`config.mk`:
```
export PLATFORM = sky130hd
export DESIGN_NAME = multi_cycle_controller
export DESIGN_NICKNAME = d
export VERILOG_FILES = /design/src/rtl/mc_ctrl_pkg.sv /design/src/rtl/alu_op_decoder.sv /design/src/rtl/multi_cycle_controller.sv
export SDC_FILE = /design/constraint.sdc
export NUM_CORES = 1
export LEC_CHECK = 0
export ABC_AREA = 1
export BUFFER_PORTS_ARGS = -buffer_cell sky130_fd_sc_hd__buf_2
export CORE_MARGIN = 3
export CORE_UTILIZATION = 46
export CTS_CLUSTER_DIAMETER = 80
export DETAILED_ROUTE_END_ITERATION = 12
export GPL_ROUTABILITY_DRIVEN = 0
export PLACE_DENSITY = 0.83
export SYNTH_ARGS = -nofsm -noshare
export SYNTH_HDL_FRONTEND = slang
export SYNTH_SLANG_ARGS = --single-unit
```
`constraint.sdc`:
```
create_clock -name clk -period 1.6 [get_ports clk]
set_input_delay 0.24 -clock clk [delete_from_list [all_inputs] [get_ports clk]]
set_output_delay 0.24 -clock clk [all_outputs]
set_load 0.1 [all_outputs]
```
`src/rtl/mc_ctrl_pkg.sv`:
```
// Shared definitions for the multi-cycle controller: state encoding,
// instruction opcode/funct values, ALU operation codes and mux selects.
package mc_ctrl_pkg;

    typedef enum logic [3:0] {
        S_FETCH     = 4'd0,
        S_DECODE    = 4'd1,
        S_EXEC_R    = 4'd2,
        S_WB_R      = 4'd3,
        S_MEM_ADDR  = 4'd4,
        S_MEM_READ  = 4'd5,
        S_MEM_WB    = 4'd6,
        S_MEM_WRITE = 4'd7,
        S_EXEC_I    = 4'd8,
        S_WB_I      = 4'd9,
        S_BRANCH    = 4'd10,
        S_JUMP      = 4'd11,
        S_JAL       = 4'd12,
        S_JR        = 4'd13,
        S_HALT      = 4'd14
    } state_t;

    // Primary opcodes (instruction bits [31:26])
    localparam logic [5:0] OPC_RTYPE = 6'b000000;
    localparam logic [5:0] OPC_LW    = 6'b100011;
    localparam logic [5:0] OPC_SW    = 6'b101011;
    localparam logic [5:0] OPC_BEQ   = 6'b000100;
    localparam logic [5:0] OPC_ADDI  = 6'b001000;
    localparam logic [5:0] OPC_SLTI  = 6'b001010;
    localparam logic [5:0] OPC_J     = 6'b000010;
    localparam logic [5:0] OPC_JAL   = 6'b000011;

    // R-type funct codes (instruction bits [5:0])
    localparam logic [5:0] FUNCT_ADD = 6'b100000;
    localparam logic [5:0] FUNCT_SUB = 6'b100010;
    localparam logic [5:0] FUNCT_AND = 6'b100100;
    localparam logic [5:0] FUNCT_OR  = 6'b100101;
    localparam logic [5:0] FUNCT_SLT = 6'b101010;
    localparam logic [5:0] FUNCT_JR  = 6'b001000;

    // ALU operation codes
    localparam logic [2:0] ALUOP_AND = 3'b000;
    localparam logic [2:0] ALUOP_OR  = 3'b001;
    localparam logic [2:0] ALUOP_ADD = 3'b010;
    localparam logic [2:0] ALUOP_SUB = 3'b110;
    localparam logic [2:0] ALUOP_SLT = 3'b111;

    // ALU B-operand select
    localparam logic [1:0] ASB_B   = 2'b00;
    localparam logic [1:0] ASB_ONE = 2'b01;
    localparam logic [1:0] ASB_IMM = 2'b10;

    // PC source select
    localparam logic [1:0] PCS_ALU    = 2'b00;
    localparam logic [1:0] PCS_ALUOUT = 2'b01;
    localparam logic [1:0] PCS_JUMP   = 2'b10;
    localparam logic [1:0] PCS_REGA   = 2'b11;

endpackage

```
`src/rtl/alu_op_decoder.sv`:
```
// Combinational funct-to-ALUop translation for R-type arithmetic/logic ops.
// valid is low for any funct that is not an ALU operation (including jr).
module alu_op_decoder
    import mc_ctrl_pkg::*;
(
    input  logic [5:0] func,
    output logic [2:0] alu_op,
    output logic       valid
);

    // Map funct field onto the ALU operation code
    always_comb begin
        alu_op = ALUOP_ADD;
        valid  = 1'b1;
        case (func)
            FUNCT_ADD: alu_op = ALUOP_ADD;
            FUNCT_SUB: alu_op = ALUOP_SUB;
            FUNCT_AND: alu_op = ALUOP_AND;
            FUNCT_OR:  alu_op = ALUOP_OR;
            FUNCT_SLT: alu_op = ALUOP_SLT;
            default:   valid  = 1'b0;
        endcase
    end

endmodule

```
`src/rtl/multi_cycle_controller.sv`:
```
// Moore-style control FSM for a multi-cycle MIPS-like datapath.
// Instructions take 3-5 cycles; inst_done marks the final cycle of each.
module multi_cycle_controller
    import mc_ctrl_pkg::*;
#(
    parameter bit TRAP_ON_ILLEGAL = 1'b1
)
(
    input  logic       clk,
    input  logic       rst,
    input  logic [5:0] opc,
    input  logic [5:0] func,
    input  logic       zero,
    output logic       PCWrite,
    output logic       IorD,
    output logic       MemRead,
    output logic       MemWrite,
    output logic       IRWrite,
    output logic       RegWrite,
    output logic       RegDst,
    output logic       Jal,
    output logic       MemtoReg,
    output logic       toReg,
    output logic       ALUsrcA,
    output logic [1:0] ALUsrcB,
    output logic [1:0] PCsrc,
    output logic [2:0] ALUop,
    output logic       inst_done,
    output logic       halted
);

    state_t     state_reg;
    state_t     state_next;
    state_t     dispatch_state;
    logic       dispatch_illegal;
    logic       slti_reg;
    logic       slti_next;
    logic [2:0] funct_alu_op;
    logic       funct_valid;

    alu_op_decoder u_alu_op_decoder (
        .func   (func),
        .alu_op (funct_alu_op),
        .valid  (funct_valid)
    );

    // Decode-stage dispatch target for the current instruction word
    always_comb begin
        dispatch_state   = S_FETCH;
        dispatch_illegal = 1'b0;
        case (opc)
            OPC_RTYPE: begin
                if (func == FUNCT_JR)
                    dispatch_state = S_JR;
                else if (funct_valid)
                    dispatch_state = S_EXEC_R;
                else
                    dispatch_illegal = 1'b1;
            end
            OPC_LW, OPC_SW:     dispatch_state = S_MEM_ADDR;
            OPC_BEQ:            dispatch_state = S_BRANCH;
            OPC_ADDI, OPC_SLTI: dispatch_state = S_EXEC_I;
            OPC_J:              dispatch_state = S_JUMP;
            OPC_JAL:            dispatch_state = S_JAL;
            default:            dispatch_illegal = 1'b1;
        endcase
        if (dispatch_illegal)
            dispatch_state = TRAP_ON_ILLEGAL ? S_HALT : S_FETCH;
    end

    // Next-state sequencing; the slti flag keeps EXEC_I outputs state-only
    always_comb begin
        state_next = state_reg;
        slti_next  = slti_reg;
        case (state_reg)
            S_FETCH:    state_next = S_DECODE;
            S_DECODE: begin
                state_next = dispatch_state;
                slti_next  = (opc == OPC_SLTI);
            end
            S_EXEC_R:   state_next = S_WB_R;
            S_MEM_ADDR: state_next = (opc == OPC_LW) ? S_MEM_READ : S_MEM_WRITE;
            S_MEM_READ: state_next = S_MEM_WB;
            S_EXEC_I:   state_next = S_WB_I;
            S_HALT:     state_next = S_HALT;
            default:    state_next = S_FETCH;
        endcase
    end

    // State register with synchronous reset back to FETCH
    always_ff @(posedge clk) begin
        if (rst) begin
            state_reg <= S_FETCH;
            slti_reg  <= 1'b0;
        end else begin
            state_reg <= state_next;
            slti_reg  <= slti_next;
        end
    end

    // Per-state control outputs; enables, done and halted are masked in reset
    always_comb begin
        PCWrite   = 1'b0;
        IorD      = 1'b0;
        MemRead   = 1'b0;
        MemWrite  = 1'b0;
        IRWrite   = 1'b0;
        RegWrite  = 1'b0;
        RegDst    = 1'b0;
        Jal       = 1'b0;
        MemtoReg  = 1'b0;
        toReg     = 1'b0;
        ALUsrcA   = 1'b0;
        ALUsrcB   = ASB_B;
        PCsrc     = PCS_ALU;
        ALUop     = ALUOP_AND;
        inst_done = 1'b0;
        halted    = 1'b0;
        case (state_reg)
            S_FETCH: begin
                MemRead = 1'b1;
                IRWrite = 1'b1;
                PCWrite = 1'b1;
                ALUsrcB = ASB_ONE;
                ALUop   = ALUOP_ADD;
                PCsrc   = PCS_ALU;
            end
            S_DECODE: begin
                ALUsrcB   = ASB_IMM;
                ALUop     = ALUOP_ADD;
                inst_done = dispatch_illegal && !TRAP_ON_ILLEGAL;
            end
            S_EXEC_R: begin
                ALUsrcA = 1'b1;
                ALUsrcB = ASB_B;
                ALUop   = funct_alu_op;
            end
            S_WB_R: begin
                RegWrite  = 1'b1;
                RegDst    = 1'b1;
                toReg     = 1'b1;
                inst_done = 1'b1;
            end
            S_MEM_ADDR: begin
                ALUsrcA = 1'b1;
                ALUsrcB = ASB_IMM;
                ALUop   = ALUOP_ADD;
            end
            S_MEM_READ: begin
                MemRead = 1'b1;
                IorD    = 1'b1;
            end
            S_MEM_WB: begin
                RegWrite  = 1'b1;
                toReg     = 1'b1;
                MemtoReg  = 1'b1;
                inst_done = 1'b1;
            end
            S_MEM_WRITE: begin
                MemWrite  = 1'b1;
                IorD      = 1'b1;
                inst_done = 1'b1;
            end
            S_EXEC_I: begin
                ALUsrcA = 1'b1;
                ALUsrcB = ASB_IMM;
                ALUop   = slti_reg ? ALUOP_SLT : ALUOP_ADD;
            end
            S_WB_I: begin
                RegWrite  = 1'b1;
                toReg     = 1'b1;
                inst_done = 1'b1;
            end
            S_BRANCH: begin
                ALUsrcA   = 1'b1;
                ALUsrcB   = ASB_B;
                ALUop     = ALUOP_SUB;
                PCsrc     = PCS_ALUOUT;
                PCWrite   = zero;
                inst_done = 1'b1;
            end
            S_JUMP: begin
                PCWrite   = 1'b1;
                PCsrc     = PCS_JUMP;
                inst_done = 1'b1;
            end
            S_JAL: begin
                PCWrite   = 1'b1;
                PCsrc     = PCS_JUMP;
                RegWrite  = 1'b1;
                Jal       = 1'b1;
                inst_done = 1'b1;
            end
            S_JR: begin
                PCWrite   = 1'b1;
                PCsrc     = PCS_REGA;
                inst_done = 1'b1;
            end
            S_HALT:  halted = 1'b1;
            default: halted = 1'b0;
        endcase
        if (rst) begin
            PCWrite   = 1'b0;
            MemRead   = 1'b0;
            MemWrite  = 1'b0;
            IRWrite   = 1'b0;
            RegWrite  = 1'b0;
            inst_done = 1'b0;
            halted    = 1'b0;
        end
    end

endmodule
```
==> run summary, run 1 <==
• stopped before the end — outcome
• detailed placement — failing step
• [ERROR DPL-0038] Utilization greater than 100%, impossible to legalize — error message
• 5 — number of flip-flops and latches in the synthesized netlist
• 0 — Post-synth EDFFs
• 50.08% — initial standard-cell utilization of the core
• 0% — share of async-settable or async-resettable flops after synthesis
• 12.82% — sequential area share after synthesis
• sky130_fd_sc_hd__nor2_1 — cell type with the largest total area after synthesis
• 24 — Cell variety after synth
• 47.20 µm — die span in x
• 47.20 µm — Die Span Y
• 5.205 µm² — post-synthesis area per instance
• sky130_fd_sc_hd__dfxtp_1 — most common flop cell mapped by yosys
• 18.75% — top cell type's share of synthesized area
• 165 — Post-Synthesis Net Count
• 34 — number of port buffers
• 35 — total I/O pin count
• 14 — Core Rows
• 0 — count of yosys warnings during synthesis
• sky130_fd_sc_hd__nor2_1 (19%), sky130_fd_sc_hd__inv_1 (14%), sky130_fd_sc_hd__dfxtp_1 (13%), sky130_fd_sc_hd__nand3_1 (12%), sky130_fd_sc_hd__nand2_1 (11%) — top post-synthesis cells by area
• 150 — number of instances in the synthesized netlist
• 780.7 µm² — synthesized area
## cells in the mapped netlist, types with 2 or more instances
master                    number
sky130_fd_sc_hd__nor2_4        3
sky130_fd_sc_hd__a31oi_1       2
sky130_fd_sc_hd__dfxtp_1       5
sky130_fd_sc_hd__nand2_1      22
sky130_fd_sc_hd__nand3_1      19
sky130_fd_sc_hd__nor2_2        4
sky130_fd_sc_hd__o21ai_0       4
sky130_fd_sc_hd__a21oi_1       8
sky130_fd_sc_hd__inv_1        30
sky130_fd_sc_hd__nor2_1       39
## metrics by stage
stage / hold slack (ns) / area, µm² / setup WS [ns] / cells
floorplan: 0.4106 / 940.9 / -0.6967 / 150
global placement: 0.5315 / 1570 / -0.02215 / 218
## kinds of logic after synthesis
logic type	share of synthesized area (%)
DFF	12.82
and+or+nand+nor	53.05
buffers and inverters	18.27
AOI/OAI and AO/OA	15.87
==> inputs of run 2 (changes only) <==
- CORE_AREA: unset -> 3 3 64 66
- CORE_MARGIN: 3 -> unset
- CORE_UTILIZATION: 46 -> unset
- CTS_CLUSTER_DIAMETER: 80 -> unset
- DIE_AREA: unset -> 0 0 67 69
- PLACE_DENSITY: 0.83 -> unset
- PLACE_DENSITY_LB_ADDON: unset -> 0.15
==> run 2 against run 1 <==
The flow now finishes, with violations (setup timing). Synthesized cell count is the same. Area after synthesis stayed put.
==> run summary, run 2 <==
• 15.87% — fraction of the mapped netlist area in compound gates, unchanged
• 15 — number of setup violations in the final report
• 0 — GRT overflow
• simple AND/OR/NAND/NOR gates — dominant combinational cell family by area after synthesis
• finished, violations left — outcome
• 0% — share of async-settable or async-resettable flops after synthesis, unchanged
• 0 — antenna violations before repair
• 4.438 — via density per instance
• 34 — number of port buffers, unchanged
• 3.192 mm — total detailed-routing wirelength
• sky130_fd_sc_hd__buf_4 — most common library cell in the layout ignoring fill and taps
• primary output — endpoint class of the critical path
• sky130_fd_sc_hd__nor2_1 — most frequent cell after synthesis
• 0 — drt drc
• sky130_fd_sc_hd__nor2_1 — cell type with the largest total area after synthesis
• 5 — CP Max Fanout
• 2.472 mm — post-detailed-placement half-perimeter wirelength
• 67 µm — die span in x, +42%
• 0.13 ns — Register-to-Register Setup Slack
• 0% — xor and xnor area share after synthesis, unchanged
• true — unrepaired setup endpoints after global routing
• 3 — number of buffers added by the clock tree synthesis step
• 0 — remaining antenna violation count after routing
• 150.3% — signed area change from the synthesized netlist to the final layout
• 0 — total of hold buffers inserted after clock tree synthesis
• 14.16% — total routing usage reported by global routing
• 5 — count of clock tree sinks
• 53.04% — share of synthesized cell area in and, or, nand and nor gates, unchanged
• 780.7 µm² — synthesized area, unchanged
• 12 — pin count of the biggest net entering global routing
• 1207 — total number of vias
• 11.74 µm — post-DR wirelength/cell
• 0.3812 ns — worst-margin pin slew
• 0.004623 mm² — Die ar.
• 0 — Post-synth EDFFs, unchanged
• 22 — Core Rows, +8
• 35 — total I/O pin count, unchanged
• 74.58% — relative max-transition margin
• 112.2% — share of the clock period used by the worst path after layout
• 5.205 µm² — post-synthesis area per instance, unchanged
• built — TritonCTS clock tree
• 1.56 ns — Arrival @ worst endpoint
• 0.03 ns — Worst-path clk slew
• 5 — number of flip-flops and latches in the synthesized netlist, unchanged
• 12.82% — sequential area share after synthesis, unchanged
• sky130_fd_sc_hd__clkbuf_8 — Clock Tree Root
• 0% — fraction of synthesized area in multiplexers, unchanged
• 0 — count of pins over their slew limit
• 0 — number of hold violations in the final report
• in2reg — Worst Hold Class
• 2 — Max Buffers Root-to-Sink
• reg2out — worst setup path class
• 28 — violation count after the first detailed-route iteration
• 1.36 ns — required time reported for the critical path endpoint
• 0 — Ant. Diodes
• 4 — number of iterations in the first detailed-routing pass
• 165 — Post-Synthesis Net Count, unchanged
• sky130_fd_sc_hd__nor2_1 (19%), sky130_fd_sc_hd__inv_1 (14%), sky130_fd_sc_hd__dfxtp_1 (13%), sky130_fd_sc_hd__nand3_1 (12%), sky130_fd_sc_hd__nand2_1 (11%) — top post-synthesis cells by area
• setup timing — violations in the final reports
• sky130_fd_sc_hd__dfxtp_1 — most common flop cell mapped by yosys
• 0.22 ns — clock network latency to the later pin of the worst-skew pair
• 1 — maximum level of the CTS H-tree
• 1.795 ns — final period demand of the worst path
• sky130_fd_sc_hd__buf_4 (31), sky130_fd_sc_hd__buf_12 (22), sky130_fd_sc_hd__inv_1 (21), sky130_fd_sc_hd__nor2_1 (21), sky130_fd_sc_hd__nand3_1 (19) — top library cells by usage in the layout, fill and taps aside
• 69 µm — Die Span Y, +46%
• 0.003633 mm² — Core Footprint
• 150 — number of instances in the synthesized netlist, unchanged
• 5.264 mm — first-pass GRT wire length
• sky130_fd_sc_hd__nor2_1 (39), sky130_fd_sc_hd__inv_1 (30), sky130_fd_sc_hd__nand2_1 (22) — top cells by instance count after synthesis
• 0 — count of yosys warnings during synthesis, unchanged
• 240 — Final #Nets
• -1.708 ns — summed negative setup slack over all endpoints
• 0% — adder-cell area share of the yosys netlist, unchanged
• 21.49% — initial standard-cell utilization of the core, -29 points
• 18.75% — top cell type's share of synthesized area, unchanged
• 557.0 MHz — maximum clock frequency
• flop — critical path launch point type
• 4 — flip-flop count of the largest register, all copies and words added
• 0 — max-capacitance violation count
• 0.0006418 ns — final clock skew
• -0.1954 ns — setup slack of the critical path after layout
• 58.93% — share of cells above drive strength 1
• 24 — Cell variety after synth, unchanged
• 1231 — vias in the first global route
==> run 2: cell counts after synthesis <==
No cell type changed its count.
==> run 2: kinds of logic after synthesis <==
family / after synthesis
simple gates: 91
buf+inv: 34
compound gates: 20
flops: 5
==> run 2: metal layers <==
metal  global-route usage [%]  share of wire, %  vias to the layer above
li1                         -                 -                      619
met1                    16.88                41                      551
met4                    2.477               1.1                        0
met3                    2.769               4.5                        6
met2                    25.66                53                       31
met5                        0                 0                        -
==> run 2: metrics by stage <==
step | hold slack, ns | cell area [µm²] | util [%] | setup slack, ns | instances
floorplan | 0.4106 | 940.9 | - | -0.6967 | 150
CTS | 0.3565 | 1876 | 51.62 | -0.1926 | 266
global route | 0.3899 | 1954 | 53.79 | -0.2462 | 272
detailed placement | 0.5607 | 1655 | 45.56 | -0.07354 | 256
finish | 0.3608 | 1954 | 53.79 | -0.1954 | 272
global placement | 0.5534 | 1655 | 45.56 | -0.03831 | 256
==> run 2: worst paths after layout <==
check                             startpoint      endpoint  depth (start not counted)
worst max-delay path            state_reg[3]     inst_done                          8
worst min-delay path                  opc[2]      slti_reg                          4
worst max register to register  state_reg[1]  state_reg[1]                          9
worst min register to register      slti_reg      slti_reg                          2
==> run 2: final cells by class <==
type	count	area, µm²
sequential	5	115.1
clock buffer	4	45.04
timing repair buffer	71	788.3
tap	48	60.06
multi-input combinational	111	795.8
inverter	33	150.1
fill	332	1679
==> run 2: critical path, cell delays in order, from the launching register on <==
cell                      delay, ns
sky130_fd_sc_hd__dfxtp_4       0.38
sky130_fd_sc_hd__inv_8         0.06
sky130_fd_sc_hd__buf_12        0.13
sky130_fd_sc_hd__nand2_8       0.07
sky130_fd_sc_hd__nor2_4        0.05
sky130_fd_sc_hd__nor2_2        0.15
sky130_fd_sc_hd__o21ai_4       0.09
sky130_fd_sc_hd__o21a_2        0.23
sky130_fd_sc_hd__buf_12        0.16
==> run 2: what timing repair did <==
item | 4_1_cts | 5_1_grt
endpoints found under the setup margin | 16 | 15
cloned | 0 | 0
resized for setup | 31 | 10
setup buffers | 7 | 6
pin swaps | 10 | 6
Power of run 2 is left out: the tool's default activity adds up to more than one toggle a clock period on the data nets, which glitch-free logic cannot reach.
==> inputs of run 3 (changes only) <==
- CTS_CLUSTER_DIAMETER: unset -> 30
- SKIP_LAST_GASP: unset -> 1
==> run 3 against run 2 <==
The flow still finishes with violations (setup timing). Setup slack better by 0.0049 ns. Core utilization down 0.72 points. Worst hold slack improved by 0.0026 ns. Global-route usage unchanged. Non-clock buffer count down 1. Routed wire length is 1.0% lower. Clock skew increased by 0.0023 ns. Flip-flop and latch count is the same. Final cell count fell by 0.37%. Via count fell by 1.1%.
==> run summary, run 3 (synthesis results as in run 2) <==
• 0 — remaining antenna violation count after routing, unchanged
• in2reg — Worst Hold Class
• sky130_fd_sc_hd__buf_12 — library cell appearing most often on the critical path
• state_reg[3] — critical register-to-register path startpoint
• 1 — maximum level of the CTS H-tree, unchanged
• 0 — drt drc, unchanged
• 8 — reg2reg path depth, -1
• 0 — count of pins over their slew limit, unchanged
• 5.264 mm — first-pass GRT wire length, unchanged
• 1.668 mm — wire length on met2, -1.9%
• met4 — max layer used
• 12 — pin count of the biggest net entering global routing, unchanged
• 1194 — total number of vias, -1.1%
• 0 — max-capacitance violation count, unchanged
• 4 — Cells on Worst Hold Path, unchanged
• flop — critical path launch point type
• 558.5 MHz — maximum clock frequency, +0.27%
• 5 — CP Max Fanout, unchanged
• 58.30% — share of cells above drive strength 1, -0.63 points
• 69 µm — Die Span Y, unchanged
• primary output — endpoint class of the critical path
• 0.38 ns — highest cell delay on the worst timing path, about the same
• -1.647 ns — summed negative setup slack over all endpoints, +0.06118 ns
• 239 — Final #Nets, -0.42%
• 15 — number of setup violations in the final report, unchanged
• 4.406 — via density per instance, -0.71%
• finished, violations left — outcome
• -0.1906 ns — setup slack of the critical path after layout, +0.004871 ns
• 34 — number of port buffers, unchanged
• 0.03 ns — Worst-path clk slew, about the same
• 0.22 ns — clock network latency to the later pin of the worst-skew pair, about the same
• built — TritonCTS clock tree
• 1.356 mm — detailed-route wire length on metal 1, +3.5%
• 0.22 ns — Register-to-Register Setup Slack, +0.09 ns
• 74.79% — relative max-transition margin, +0.21 points
• 3 — number of buffers added by the clock tree synthesis step, unchanged
• 126 µm — met3 wire len, -13%
• 4 — flip-flop count of the largest register, all copies and words added, unchanged
• 271 — Non-Filler Instances, -0.37%
• 3.159 mm — total detailed-routing wirelength, -1.0%
• 5 — count of clock tree sinks, unchanged
• 1.36 ns — required time reported for the critical path endpoint, about the same
• opc[2] — hold wc startpoint
• 147.0% — signed area change from the synthesized netlist to the final layout
• 111.9% — share of the clock period used by the worst path after layout, -0.30 points
• 67 µm — die span in x, unchanged
• 256 — placed cells, unchanged
• 11.66 µm — post-DR wirelength/cell, -0.67%
• 0.004623 mm² — Die ar., unchanged
• sky130_fd_sc_hd__clkbuf_8 — Clock Tree Root
• 0 — antenna violations before repair, unchanged
• 0.3781 ns — worst-margin pin slew, -0.003099 ns
• setup timing — violations in the final reports
• 336 — number of fill cells in the layout, +1.2%
• sky130_fd_sc_hd__dfxtp_4 — library cell contributing the largest single delay on the critical path
• inv_8 -> buf_12 -> nand2_8 -> nor2_4 -> nor2_2 -> o21ai_4 -> o21a_2 -> buf_12 — sequence of cells on the critical path
• true — unrepaired setup endpoints after global routing
• 0 — Ant. Diodes, unchanged
• state_reg[0] — r2r endpoint
• 21.49% — initial standard-cell utilization of the core, unchanged
• 2 — Max Buffers Root-to-Sink, unchanged
• flip-flops — Top Family by Delay on Critical Path
• 3 — worst path bufs/invs, unchanged
• 2.472 mm — post-detailed-placement half-perimeter wirelength, unchanged
• sky130_fd_sc_hd__buf_4 — most common library cell in the layout ignoring fill and taps
• sky130_fd_sc_hd__buf_4 (30), sky130_fd_sc_hd__buf_12 (22), sky130_fd_sc_hd__inv_1 (21), sky130_fd_sc_hd__nor2_1 (21), sky130_fd_sc_hd__nand3_1 (19) — top library cells by usage in the layout, fill and taps aside
• 0 — number of hold violations in the final report, unchanged
• slti_reg — destination of the worst hold path
• 25 — violation count after the first detailed-route iteration, -11%
• 1231 — vias in the first global route, unchanged
• 22 — Core Rows, unchanged
• reg2out — worst setup path class
• 35 — total I/O pin count, unchanged
• 1.55 ns — Arrival @ worst endpoint, about the same
• 0 — GRT overflow, unchanged
• 4 — number of iterations in the first detailed-routing pass, unchanged
• 14.16% — total routing usage reported by global routing, unchanged
• 0.003633 mm² — Core Footprint, unchanged
• 53.06% — post-route core utilization, -0.72 points
• 0.002913 ns — final clock skew, +0.002271 ns
• 1.791 ns — final period demand of the worst path, -0.004871 ns
-- run 3: changes by cell type in the layout (fill, tap and decap cells not counted), sizes merged --
| cell | before | now |
|---|---|---|
| buf | 71 | 70 |
-- run 3: what timing repair did --
action	in CTS	in global routing
gates resized for setup	31	7
endpoints found under the setup margin	16	15
pin swaps	8	3
setup buffers	7	5
hold buffers	0	0
-- run 3: how the worst max path moves through the flow --
stage               cells past startpoint        end  slack, ns         start
finish                                  8  inst_done      -0.19  state_reg[3]
global route                            8  inst_done      -0.26  state_reg[0]
CTS                                     8  inst_done      -0.19  state_reg[0]
detailed placement                      6   ALUop[2]      -0.07  state_reg[1]
global placement                        7  inst_done      -0.04  state_reg[1]
floorplan                               7   RegWrite      -0.70  state_reg[2]
-- run 3: cell type report --
class                           count  area (µm²)  area share [%]
Clock buffer                        4       45.04           2.336
Timing Repair Buffer               70       780.7           40.49
Inverter                           33       150.1           7.787
Sequential cell                     5       115.1           5.970
Tap cell                           48       60.06           3.115
Multi-Input combinational cell    111       777.0           40.30
-- run 3: tightest hold or removal path, stage by stage --
cell and delay [ns]:
sky130_fd_sc_hd__buf_2 0.11, sky130_fd_sc_hd__nor2_1 0.06, sky130_fd_sc_hd__nand3_1 0.06, sky130_fd_sc_hd__a21oi_1 0.06
-- run 3: layer usage --
metal / track usage, % / up-vias
met3: 2.769 / 2
met5: 0 / -
met2: 25.66 / 30
met1: 16.88 / 542
met4: 2.477 / 0
li1: - / 620
-- run 3: stage by stage --
stage / setup slack (ns) / hold WS (ns) / area (µm²)
global placement: -0.03831 / 0.5534 / 1655
finish: -0.1906 / 0.3634 / 1928
detailed placement: -0.07354 / 0.5607 / 1655
CTS: -0.1926 / 0.3565 / 1876
floorplan: -0.6967 / 0.4106 / 940.9
global route: -0.2553 / 0.3899 / 1928
Power of run 3 is left out for the same reason.
==> inputs of run 4 (changes only) <==
- BUFFER_PORTS_ARGS: -buffer_cell sky130_fd_sc_hd__buf_2 -> unset
- DONT_BUFFER_PORTS: unset -> 1
==> run 4 against run 3 <==
Non-clock buffer count down 20. Count of clock-buffer cells in the layout unchanged. Fmax up 0.93%. Routed wire length down 4.3%. Largest cell class is now multi-input gates. Clock skew down 0.0023 ns. Flip-flop and latch count unchanged. Via count down 7.1%. The flow still finishes with violations (setup timing).
==> run summary, run 4 (synthesis results as in run 2) <==
• finished, violations left — outcome
• setup timing — violations in the final reports
• -0.1741 ns — setup slack of the critical path after layout, +0.01642 ns
• 0.09 ns — Register-to-Register Setup Slack, -0.13 ns
• 0.22 ns — clock network latency to the later pin of the worst-skew pair, about the same
• 13.37% — total routing usage reported by global routing, -0.78 points
• 18 — violation count after the first detailed-route iteration, -28%
• 0.2820 ns — worst-margin pin slew, -0.09616 ns
• rst — hold wc startpoint
• 67 µm — die span in x, unchanged
• 0 — antenna violations before repair, unchanged
• reg2out — worst setup path class
• 0 — drt drc, unchanged
• 0 — count of pins over their slew limit, unchanged
• 22 — Core Rows, unchanged
• state_reg[0] — start point of the critical path
• 9 — reg2reg path depth, +1
• state_reg[0] — critical register-to-register path startpoint
• 4 — CP Max Fanout, -1
• state_reg[2] — destination of the worst hold path
• flop — critical path launch point type
• 1109 — total number of vias, -7.1%
• 1.53 ns — Arrival @ worst endpoint, -0.02 ns
• 3.024 mm — total detailed-routing wirelength, -4.3%
• 3 — number of buffers added by the clock tree synthesis step, unchanged
• 0 — GRT overflow, unchanged
• 2.341 mm — post-detailed-placement half-perimeter wirelength, -5.3%
• true — unrepaired setup endpoints after global routing
• 1141 — vias in the first global route, -7.3%
• 129.2% — signed area change from the synthesized netlist to the final layout
• 14 — number of setup violations in the final report, -1
• 0 — Ant. Diodes, unchanged
• 69 µm — Die Span Y, unchanged
• 219 — Final #Nets, -8.4%
• 1.774 ns — final period demand of the worst path, -0.01642 ns
• built — TritonCTS clock tree
• 1 — Cells on Worst Hold Path, -3
• 2 — Max Buffers Root-to-Sink, unchanged
• 563.7 MHz — maximum clock frequency, +0.93%
• state_reg[1] — r2r endpoint
• in2reg — Worst Hold Class
• 0 — max-capacitance violation count, unchanged
• 1 — maximum level of the CTS H-tree, unchanged
• 81.36% — relative max-transition margin, +6.6 points
• 0 — number of hold violations in the final report, unchanged
• 0.004623 mm² — Die ar., unchanged
• 344 — number of fill cells in the layout, +2.4%
• 0.003633 mm² — Core Footprint, unchanged
• sky130_fd_sc_hd__clkbuf_8 — Clock Tree Root
• 4 — number of iterations in the first detailed-routing pass, unchanged
• 21.49% — initial standard-cell utilization of the core, unchanged
• 4 — flip-flop count of the largest register, all copies and words added, unchanged
• 4.418 — via density per instance, +0.28%
• 0 — number of port buffers, -100%
• 0.001474 mm² — instance area at placement, -11%
• 0.04 ns — Worst-path clk slew, about the same
• sky130_fd_sc_hd__buf_4 — most common library cell in the layout ignoring fill and taps
• 0.001789 mm² — fin area, -7.2%
• sky130_fd_sc_hd__buf_4 (28), sky130_fd_sc_hd__inv_1 (22), sky130_fd_sc_hd__nor2_4 (20), sky130_fd_sc_hd__nor2_1 (20), sky130_fd_sc_hd__nand3_1 (19) — top library cells by usage in the layout, fill and taps aside
• 12.05 µm — post-DR wirelength/cell, +3.4%
• 12 — pin count of the biggest net entering global routing, unchanged
• primary output — endpoint class of the critical path
• 110.9% — share of the clock period used by the worst path after layout, -1.0 points
• 4.954 mm — first-pass GRT wire length, -5.9%
• 1.36 ns — required time reported for the critical path endpoint, about the same
• 55.17% — share of cells above drive strength 1, -3.1 points
• 0.0005915 ns — final clock skew, -0.002321 ns
• 35 — total I/O pin count, unchanged
• 5 — count of clock tree sinks, unchanged
• 0 — remaining antenna violation count after routing, unchanged
-- run 4: changes by cell type in the layout (fill, tap and decap cells not counted), sizes merged --
cell	delta
buf	-20
-- run 4: layer usage --
layer / GRT usage [%] / share of wire, %
met1: 16.78 / 43
met2: 22.71 / 51
met3: 1.954 / 3.8
met4: 4.505 / 2.0
met5: 0 / 0
-- run 4: critical path, stage by stage, from the launching register on --
cell and delay (ns):
sky130_fd_sc_hd__dfxtp_4 0.36, sky130_fd_sc_hd__nor2_4 0.16, sky130_fd_sc_hd__clkinv_4 0.11, sky130_fd_sc_hd__nor2_4 0.12, sky130_fd_sc_hd__a211oi_4 0.06, sky130_fd_sc_hd__buf_4 0.15
sky130_fd_sc_hd__a31oi_4 0.15, sky130_fd_sc_hd__buf_12 0.19
-- run 4: worst max path at each step --
stage,end,slack [ns],depth (start not counted)
CTS,inst_done,-0.19,8
detailed placement,inst_done,-0.06,7
floorplan,RegWrite,-0.70,7
global placement,inst_done,-0.02,7
finish,PCWrite,-0.17,7
global route,inst_done,-0.23,7
-- run 4: layout make-up --
class	instances	area [µm²]	share of cell area [%]
Multi-Input combinational cell	111	817.0	45.66
Timing Repair Buffer	50	601.8	33.64
Inverter	33	150.1	8.392
Sequential cell	5	115.1	6.434
Tap cell	48	60.06	3.357
Clock buffer	4	45.04	2.517
-- run 4: through the flow --
stage | setup TNS, ns | utilization (%) | hold slack [ns] | cells | setup WS [ns]
2_1_floorplan | -4.334 | - | 0.4106 | 150 | -0.6967
3_3_place_gp | -0.01504 | 40.56 | 0.3110 | 235 | -0.01504
3_5_place_dp | -0.1187 | 40.56 | 0.3075 | 235 | -0.05909
4_1_cts | -1.102 | 47.66 | 0.08057 | 248 | -0.1936
5_1_grt | -2.170 | 49.24 | 0.07796 | 251 | -0.2281
6_report | -1.278 | 49.24 | 0.08526 | 251 | -0.1741
-- run 4: timing repair --
item,4_1_cts,5_1_grt
setup buffers,11,3
endpoints found under the setup margin,16,16
gates resized for setup,38,13
pin swaps,14,12
hold buffers,0,0
Power of run 4 is left out for the same reason.
